==> config.mk <==
export PLATFORM = sky130hd
export DESIGN_NAME = reg_bus_decoder_tmo
export DESIGN_NICKNAME = d
export VERILOG_FILES = /design/src/rtl/reg_bus_decoder_tmo.sv
export SDC_FILE = /design/constraint.sdc
export NUM_CORES = 2
export LEC_CHECK = 0
export ABC_AREA = 1
export BUFFER_PORTS_ARGS = -buffer_cell sky130_fd_sc_hd__buf_2
export CORE_AREA = 2 2 413 415
export CTS_BUF_LIST = sky130_fd_sc_hd__clkbuf_4 sky130_fd_sc_hd__clkbuf_8
export CTS_CLUSTER_DIAMETER = 100
export DETAILED_ROUTE_END_ITERATION = 8
export DIE_AREA = 0 0 415 417
export SKIP_LAST_GASP = 1
export SYNTH_ARGS = -nofsm -noshare
export SYNTH_HDL_FRONTEND = slang
export SYNTH_SLANG_ARGS = --single-unit
==> constraint.sdc <==
create_clock -name clk_i -period 3.7 [get_ports clk_i]
set_input_delay 0.74 -clock clk_i [delete_from_list [all_inputs] [get_ports clk_i]]
set_output_delay 0.74 -clock clk_i [all_outputs]
set_load 0.1 [all_outputs]
==> src/rtl/reg_bus_decoder_tmo.sv <==
// Rule-driven register-bus demultiplexer: registers one request at a time, routes it
// to the first slave whose [start, end) window matches, and bounds slave stalls with a timeout.
module reg_bus_decoder_tmo #(
  parameter int unsigned NumSlaves     = 5,
  parameter int unsigned AddrWidth     = 64,
  parameter int unsigned DataWidth     = 32,
  parameter int unsigned TimeoutCycles = 256,
  parameter int unsigned CntWidth      = 16
) (
  input  logic                           clk_i,
  input  logic                           rst_i,
  input  logic [NumSlaves*AddrWidth-1:0] rule_start_i,
  input  logic [NumSlaves*AddrWidth-1:0] rule_end_i,
  input  logic                           mst_valid_i,
  input  logic                           mst_write_i,
  input  logic [AddrWidth-1:0]           mst_addr_i,
  input  logic [DataWidth-1:0]           mst_wdata_i,
  input  logic [DataWidth/8-1:0]         mst_wstrb_i,
  output logic                           mst_ready_o,
  output logic [DataWidth-1:0]           mst_rdata_o,
  output logic                           mst_error_o,
  output logic [NumSlaves-1:0]           slv_valid_o,
  output logic                           slv_write_o,
  output logic [AddrWidth-1:0]           slv_addr_o,
  output logic [DataWidth-1:0]           slv_wdata_o,
  output logic [DataWidth/8-1:0]         slv_wstrb_o,
  input  logic [NumSlaves-1:0]           slv_ready_i,
  input  logic [NumSlaves*DataWidth-1:0] slv_rdata_i,
  input  logic [NumSlaves-1:0]           slv_error_i,
  input  logic                           tmo_clr_i,
  output logic                           tmo_sticky_o,
  output logic [CntWidth-1:0]            err_count_o
);

  localparam int unsigned StrbWidth = DataWidth / 8;
  localparam int unsigned TmoWidth  = $clog2(TimeoutCycles);
  localparam logic [TmoWidth-1:0] TmoLast = TmoWidth'(TimeoutCycles - 1);

  localparam logic [1:0] StIdle = 2'd0;
  localparam logic [1:0] StFwd  = 2'd1;
  localparam logic [1:0] StResp = 2'd2;

  logic [1:0]           state_q, state_d;
  logic                 write_q, write_d;
  logic [AddrWidth-1:0] addr_q, addr_d;
  logic [DataWidth-1:0] wdata_q, wdata_d;
  logic [StrbWidth-1:0] wstrb_q, wstrb_d;
  logic [NumSlaves-1:0] sel_q, sel_d;
  logic [DataWidth-1:0] rdata_q, rdata_d;
  logic                 error_q, error_d;
  logic [TmoWidth-1:0]  cnt_q, cnt_d;
  logic                 tmo_q, tmo_d;
  logic [CntWidth-1:0]  err_cnt_q, err_cnt_d;

  logic [NumSlaves-1:0] dec_hit;
  logic                 dec_found;
  logic                 sel_ready;
  logic                 sel_error;
  logic [DataWidth-1:0] sel_rdata;
  logic                 resp_err;
  logic                 tmo_set;

  // Lowest-index matching window wins; an empty or inverted window never matches.
  always_comb begin
    dec_hit   = '0;
    dec_found = 1'b0;
    for (int i = 0; i < NumSlaves; i++) begin
      if (!dec_found &&
          rule_start_i[i*AddrWidth +: AddrWidth] < rule_end_i[i*AddrWidth +: AddrWidth] &&
          rule_start_i[i*AddrWidth +: AddrWidth] <= mst_addr_i &&
          mst_addr_i < rule_end_i[i*AddrWidth +: AddrWidth]) begin
        dec_hit[i] = 1'b1;
        dec_found  = 1'b1;
      end
    end
  end

  always_comb begin
    sel_rdata = '0;
    for (int i = 0; i < NumSlaves; i++) begin
      if (sel_q[i]) sel_rdata = sel_rdata | slv_rdata_i[i*DataWidth +: DataWidth];
    end
    sel_ready = |(slv_ready_i & sel_q);
    sel_error = |(slv_error_i & sel_q);
  end

  always_comb begin
    state_d  = state_q;
    write_d  = write_q;
    addr_d   = addr_q;
    wdata_d  = wdata_q;
    wstrb_d  = wstrb_q;
    sel_d    = sel_q;
    rdata_d  = rdata_q;
    error_d  = error_q;
    cnt_d    = cnt_q;
    resp_err = 1'b0;
    tmo_set  = 1'b0;
    case (state_q)
      StIdle: begin
        if (mst_valid_i) begin
          write_d = mst_write_i;
          addr_d  = mst_addr_i;
          wdata_d = mst_wdata_i;
          wstrb_d = mst_wstrb_i;
          sel_d   = dec_hit;
          cnt_d   = '0;
          if (dec_found) begin
            state_d = StFwd;
          end else begin
            state_d  = StResp;
            rdata_d  = '0;
            error_d  = 1'b1;
            resp_err = 1'b1;
          end
        end
      end
      StFwd: begin
        // A ready in the final timeout cycle still wins over the timeout.
        if (sel_ready) begin
          state_d  = StResp;
          rdata_d  = sel_rdata;
          error_d  = sel_error;
          resp_err = sel_error;
          cnt_d    = '0;
        end else if (cnt_q == TmoLast) begin
          state_d  = StResp;
          rdata_d  = '0;
          error_d  = 1'b1;
          resp_err = 1'b1;
          tmo_set  = 1'b1;
          cnt_d    = '0;
        end else begin
          cnt_d = cnt_q + TmoWidth'(1);
        end
      end
      StResp: begin
        state_d = StIdle;
        cnt_d   = '0;
      end
      default: state_d = StIdle;
    endcase
  end

  always_comb begin
    err_cnt_d = err_cnt_q;
    if (resp_err && err_cnt_q != '1) err_cnt_d = err_cnt_q + CntWidth'(1);
    tmo_d = tmo_q;
    if (tmo_set) tmo_d = 1'b1;
    else if (tmo_clr_i) tmo_d = 1'b0;
  end

  always_ff @(posedge clk_i) begin
    if (rst_i) begin
      state_q   <= StIdle;
      write_q   <= 1'b0;
      addr_q    <= '0;
      wdata_q   <= '0;
      wstrb_q   <= '0;
      sel_q     <= '0;
      rdata_q   <= '0;
      error_q   <= 1'b0;
      cnt_q     <= '0;
      tmo_q     <= 1'b0;
      err_cnt_q <= '0;
    end else begin
      state_q   <= state_d;
      write_q   <= write_d;
      addr_q    <= addr_d;
      wdata_q   <= wdata_d;
      wstrb_q   <= wstrb_d;
      sel_q     <= sel_d;
      rdata_q   <= rdata_d;
      error_q   <= error_d;
      cnt_q     <= cnt_d;
      tmo_q     <= tmo_d;
      err_cnt_q <= err_cnt_d;
    end
  end

  assign slv_valid_o  = (state_q == StFwd) ? sel_q : '0;
  assign slv_write_o  = write_q;
  assign slv_addr_o   = addr_q;
  assign slv_wdata_o  = wdata_q;
  assign slv_wstrb_o  = wstrb_q;
  assign mst_ready_o  = (state_q == StResp);
  assign mst_rdata_o  = mst_ready_o ? rdata_q : '0;
  assign mst_error_o  = mst_ready_o ? error_q : 1'b0;
  assign tmo_sticky_o = tmo_q;
  assign err_count_o  = err_cnt_q;

endmodule
; Word-level counts from Yosys, hierarchy flattened
; Index checks and enable logic that the tools add are counted.
; Widths: inputs -> output; s select.
[word_totals]
regBits = 166
elab_cells = 115
[op_classes]
addsub = 2
order_cmp = 15
n_eq_ne = 7
muxes = 45
bitwise_logic = 6
reduce_logical = 29
[ops]
columns = operator, count
row1 = $lt 64x64->1, 10
row2 = $le 64x64->1, 5
row3 = $mux 32, 10
row4 = $or 32x32->32, 4
row5 = $pmux 32 s2, 1
row6 = $mux 8, 3
row7 = $pmux 8 s3, 1
row8 = $mux 1, 22
row9 = $add 16x1->16 const B, 1
row10 = $ne 16x16->1 const B, 1
row11 = $logic_and 1x1->1, 15
row12 = $and 5x5->5, 2
row13 = $reduce_or 5->1, 2
row14 = $add 8x1->8 const B, 1
row15 = $eq 8x8->1 const B, 1
row16 = $mux 2, 4
row17 = $reduce_and 2->1, 3
row18 = $mux 5, 1
row19 = $logic_not 1->1, 4
row20 = $ne 2x2->1 const B, 2
row21 = $pmux 1 s2, 2
row22 = $pmux 2 s2, 1
row23 = $reduce_and 4->1, 1
row24 = $reduce_bool 2->1, 2
row25 = 5 further kinds, 5

; Depth between registers and ports, before layout
[logic_depth]
word_depth = 28
mapped_depth = 25

; Least setup slack after synthesis
; OpenSTA, ideal clock, no wires.
[synth_timing]
kind = reg-to-output
start = register state_q[1]
end = output mst_rdata_o[10]
t_arrival_ps = 3518
setup_slack_ps = -558
path_stages_with_launch = 6
n_path_buf = 1
path_cell_list = dfxtp_1 -> inv_1 -> nor2_1 -> inv_1 -> buf_1 -> nor2_1
[synth_via]
elab_chain_len = 2
[synth_lines]
columns = item, line_no
row1 = "start, declared", 43  ; logic [1:0] state_q, state_d;
row2 = "start signal, assigned", 155  ; state_q <= StIdle;
row3 = "start signal, assigned", 167  ; state_q <= state_d;
row4 = $eq 2x2->1, 186  ; assign mst_ready_o = (state_q == StResp);
row5 = via mst_ready_o, 19  ; output logic mst_ready_o,
row6 = $mux 32, 187  ; assign mst_rdata_o = mst_ready_o ? rdata_q : '0;
row7 = "end, declared", 20  ; output logic [DataWidth-1:0] mst_rdata_o,
; The timed path passes the listed nets, and every way through them passes these cells.

; Worst setup path in the final report
[layout_timing]
start = input mst_addr_i[1]
end = register err_cnt_q[5] (netlist: err_count_o[5])
[layout_via]
elab_chain_len = 28
word_cells_on_any_way = 37
classes_between = order compare (10) / mux (8) / reduce/logical (19)
[layout_lines]
columns = item, line_no
row1 = "start, declared", 16  ; input logic [AddrWidth-1:0] mst_addr_i,
row2 = $le 64x64->1, 70  ; rule_start_i[i*AddrWidth +: AddrWidth] <= mst_addr_i &&
row3 = $logic_and 1x1->1, 69  ; rule_start_i[i*AddrWidth +: AddrWidth] < rule_end_i[i*AddrWidth +: AddrWidth] &&
row4 = $logic_and 1x1->1, 70
row5 = $mux 1, 68  ; if (!dec_found &&
row6 = $logic_not 1->1, 68
row7 = $logic_and 1x1->1, 68
row8 = $logic_and 1x1->1, 69
row9 = $logic_and 1x1->1, 70
row10 = (+12 left out), --
row11 = $logic_and 1x1->1, 68
row12 = $logic_and 1x1->1, 69
row13 = $logic_and 1x1->1, 70
row14 = $mux 1 (*), 68
row15 = $mux 1 (*), 108  ; if (dec_found) begin
row16 = $mux 1 (*), 101  ; if (mst_valid_i) begin
row17 = $pmux 1 s2 (*), 99  ; case (state_q)
row18 = $logic_and 1x1->1 (*), 147  ; if (resp_err && err_cnt_q != '1) err_cnt_d = err_cnt_q + CntWidth'(1);
row19 = "end signal, assigned", 177  ; err_cnt_q <= err_cnt_d;
row20 = "end, declared", 53  ; logic [CntWidth-1:0] err_cnt_q, err_cnt_d;
; Every way passes the cells marked *; elsewhere a longest branch is shown, timed or not.
; A chain may end at the register's enable or synchronous reset.

==> flow_summary_export.csv <==
group,metric,value,unit
synth,syn_inst,4256,
worst_setup_path,endpoint_kind,"register",
routing,drc_errors,0,
synth,netlist.area_leader.share,40.3,%
timing,relSlewSlack,27.0,%
status,status,"finished, final reports clean",
die,start_util,17.5,%
worst_setup_path,critical_path_class,"in -> reg",
place,place_congestion,1.01,
worst_setup_path,worstPathRequired,4170,ps
grt,track_usage,21.6,%
clock_tree,clock-sinks,166,
worst_setup_path,path_max_fanout,12,
timing,clock_skew,26.8,ps
routing,drt_first_iter_violations,2238,
die,fp.dieArea,173000,um^2
clock_tree,cts_tree,"built",
synth,ys_seq_area_share,11.2,%
clock_tree,insertion_delay,630,ps
place,pre_cts_ws,-645,ps
min_path,whs_path_depth,3,
timing,rsz0062_at_grt,"no",
pwr,finalPower,0.0118,W
synth,syn_nets,6123,
die,die_height,417,um
pwr,p_sw_share,57.4,%
place,place_area,40700,um^2
worst_setup_path,worstPathArrival,3980,ps
routing,num_vias,36200,
timing,slew_viol_final,0,
grt,antenna_found_initial,113,
synth,async_reset_ff_share,0,%
synth,synth_edf_count,0,
pwr,power_switching,0.00675,W
pwr,p_int,0.00500,W
timing,fin_ws,196,ps
clock_tree,cts_buffer_depth,2,
pwr,power_density,284,nW/um^2
worst_setup_path,rr_worst_depth,13,
timing,fin_crit_sh,94.7,%
layout,drive_above_1_share,27.3,%
layout,final_cell_area,41300,um^2
die,rows,151,
place,hpwl,177000,um
synth,synth.distinct_cells,49,
routing,avgViaCountPerCell,4.55,
layout,nNetsFinal,7536,
routing,dr.pass1.iters,5,
min_path,hold_path.class,"in -> reg",
die,coreArea,169000,um^2
pwr,p_leak,22.8,nW
pwr,power_frac_clock,13.8,%
pwr,seqPwrFrac,19.6,%
routing,route.detailed.wl_per_inst,24.3,um
timing,hold_viol_final,0,
synth,synth_flop_cell,"dfxtp_1",
synth,synth_commonest_cells,"ha_1, nand2_1, inv_1",
job,maxCapViolations,0,
routing,detail-route-antenna-nets,0,
layout,syn_to_final_growth,39.8,%
routing,wirelength,193000,um
timing,setup_viol,0,
grt,grt_max_degree,102,
grt,first_global_vias,35400,
clock_tree,htree_levels,4,
clock_tree,path_clk_slew,110,ps
timing,worstMarginPinSlew,1090,ps
synth,syn_area,29600,um^2
pwr,vdd_ir_drop_max,269,uV
synth,ys_top_cells_by_area,"ha_1, dfxtp_1, nand2_1",
timing,timing.final.crit_period,3500,ps
clock_tree,cts-root-buf,"clkbuf_8",
timing,tns,0,ps
synth,synth_warnings,0,
clock_tree,cts_buffers,17,
timing,max_freq,285,MHz
synth,synth-seq-cells,166,
synth,avgSynthCellArea,6.95,um^2
synth,yosysTopAreaCell,"ha_1",
die,die_x,415,um
grt,grt-ovfl-total,0,
pwr,p_comb_share,66.6,%
worst_setup_path,worst_setup_path_start_kind,"primary input",
die,ioPinCount,1072,
place,numPortBuffers,1071,
synth,yosys.cell_count.top_type,"ha_1",
grt,grt_pass1_wl,263000,um
per-stage QoR:
stage                     hold slack [ps]  instances  util, %
final                                 342       7960     24.5
after global placement                457       7861     24.1
after global routing                  294       7947     24.5
after floorplan                       439       4256        -
after detailed placement              453       7861     24.1
after CTS                             225       7894     24.4
registers in the layout, indices dropped and copies added, names as in the netlist:
register      cells
rdata_q          32
error_q           1
slv_addr_o       64
tmo_sticky_o      1
state_q           2
slv_wdata_o      32
cnt_q             8
slv_wstrb_o       4
sel_q             5
slv_write_o       1
err_count_o      16
cells in the final DEF, fill, tap and decap left out, types with 6 or more instances in the layout:
master       n
o21a_1      35
a21oi_1    598
nand3b_1     7
a22o_1      33
buf_2     1070
ha_1       952
nor3_1      50
xnor2_1      6
xor2_1       9
nor2_2      31
nor2_1     259
a21o_1       9
inv_1      622
nand2_1    810
clkbuf_8    17
dfxtp_1    166
a221oi_1    35
o211ai_1    20
diode_2     60
o221ai_1     8
a211oi_1     8
nand3_1    118
nor4_1      13
nand4_1     89
buf_4      372
o21ai_0    253
buf_12      23
final cells by class:
cell class	instances	area [um^2]
antenna	60	150
clock buffer	17	234
clock inverter	15	210
fill	18900	127000
inverter	626	2360
multi-input combinational	3391	23700
sequential	166	3320
tap	2218	2780
timing repair buffer	1466	8620
timing repair inverter	1	7.51
worst paths after layout:
check,startpoint,to,slack [ps]
setup / recovery,mst_addr_i[1],err_count_o[5],200
setup reg to reg,cnt_q[0],rdata_q[15],1150
hold / removal,mst_write_i,slv_write_o,340
hold reg to reg,rdata_q[1],rdata_q[1],470
what timing repair did:
item | 4_1_cts | 5_1_grt
gates cloned | 1 | 0
setup buffers | 0 | 6
hold buffers | 0 | 0
setup endpoints to repair | 10 | 70
resized for setup | 1 | 6
layer usage:
layer / global-route usage [%] / wire length (um) / up-vias
met5: 0 / 145 / -
met3: 3.50 / 10100 / 359
met4: 13.0 / 12000 / 24
li1: - / - / 17600
met1: 24.8 / 77300 / 16800
met2: 37.5 / 93800 / 1340
worst max-delay path: stages:
cell and delay (ps):
buf_2 200, buf_4 210, ha_1 270, o21ai_0 70, nand2_1 80, nand3_1 60, a21oi_1 320, o21ai_0 150
nand2_1 320, nand3_1 130, nand2_1 220, nand2_1 120, nand2_1 100, inv_2 50, a21oi_4 220, o2111ai_1 180
nand2_1 140, nand2_1 110, buf_12 160, nand2_1 60, a21oi_1 60
power by group through the flow:
stage          clock network, W  registers, W  logic (W)
2_1_floorplan                 0       0.00416    0.00292
3_3_place_gp                  0       0.00234    0.00770
3_5_place_dp                  0       0.00235    0.00780
4_1_cts                 0.00173       0.00231    0.00783
5_1_grt                 0.00177       0.00234    0.00849
6_report                0.00163       0.00230    0.00783
cell families after synthesis:
family | count (synthesis) | share of synthesized area, %
flops | 166 | 11.2
simple gates | 1402 | 19.9
xor+xnor | 15 | 0.444
compound gates | 1022 | 19.1
buf+inv | 699 | 9.07
fa+ha+maj | 952 | 40.3
No activity file was read; power rests on OpenSTA's default activity.
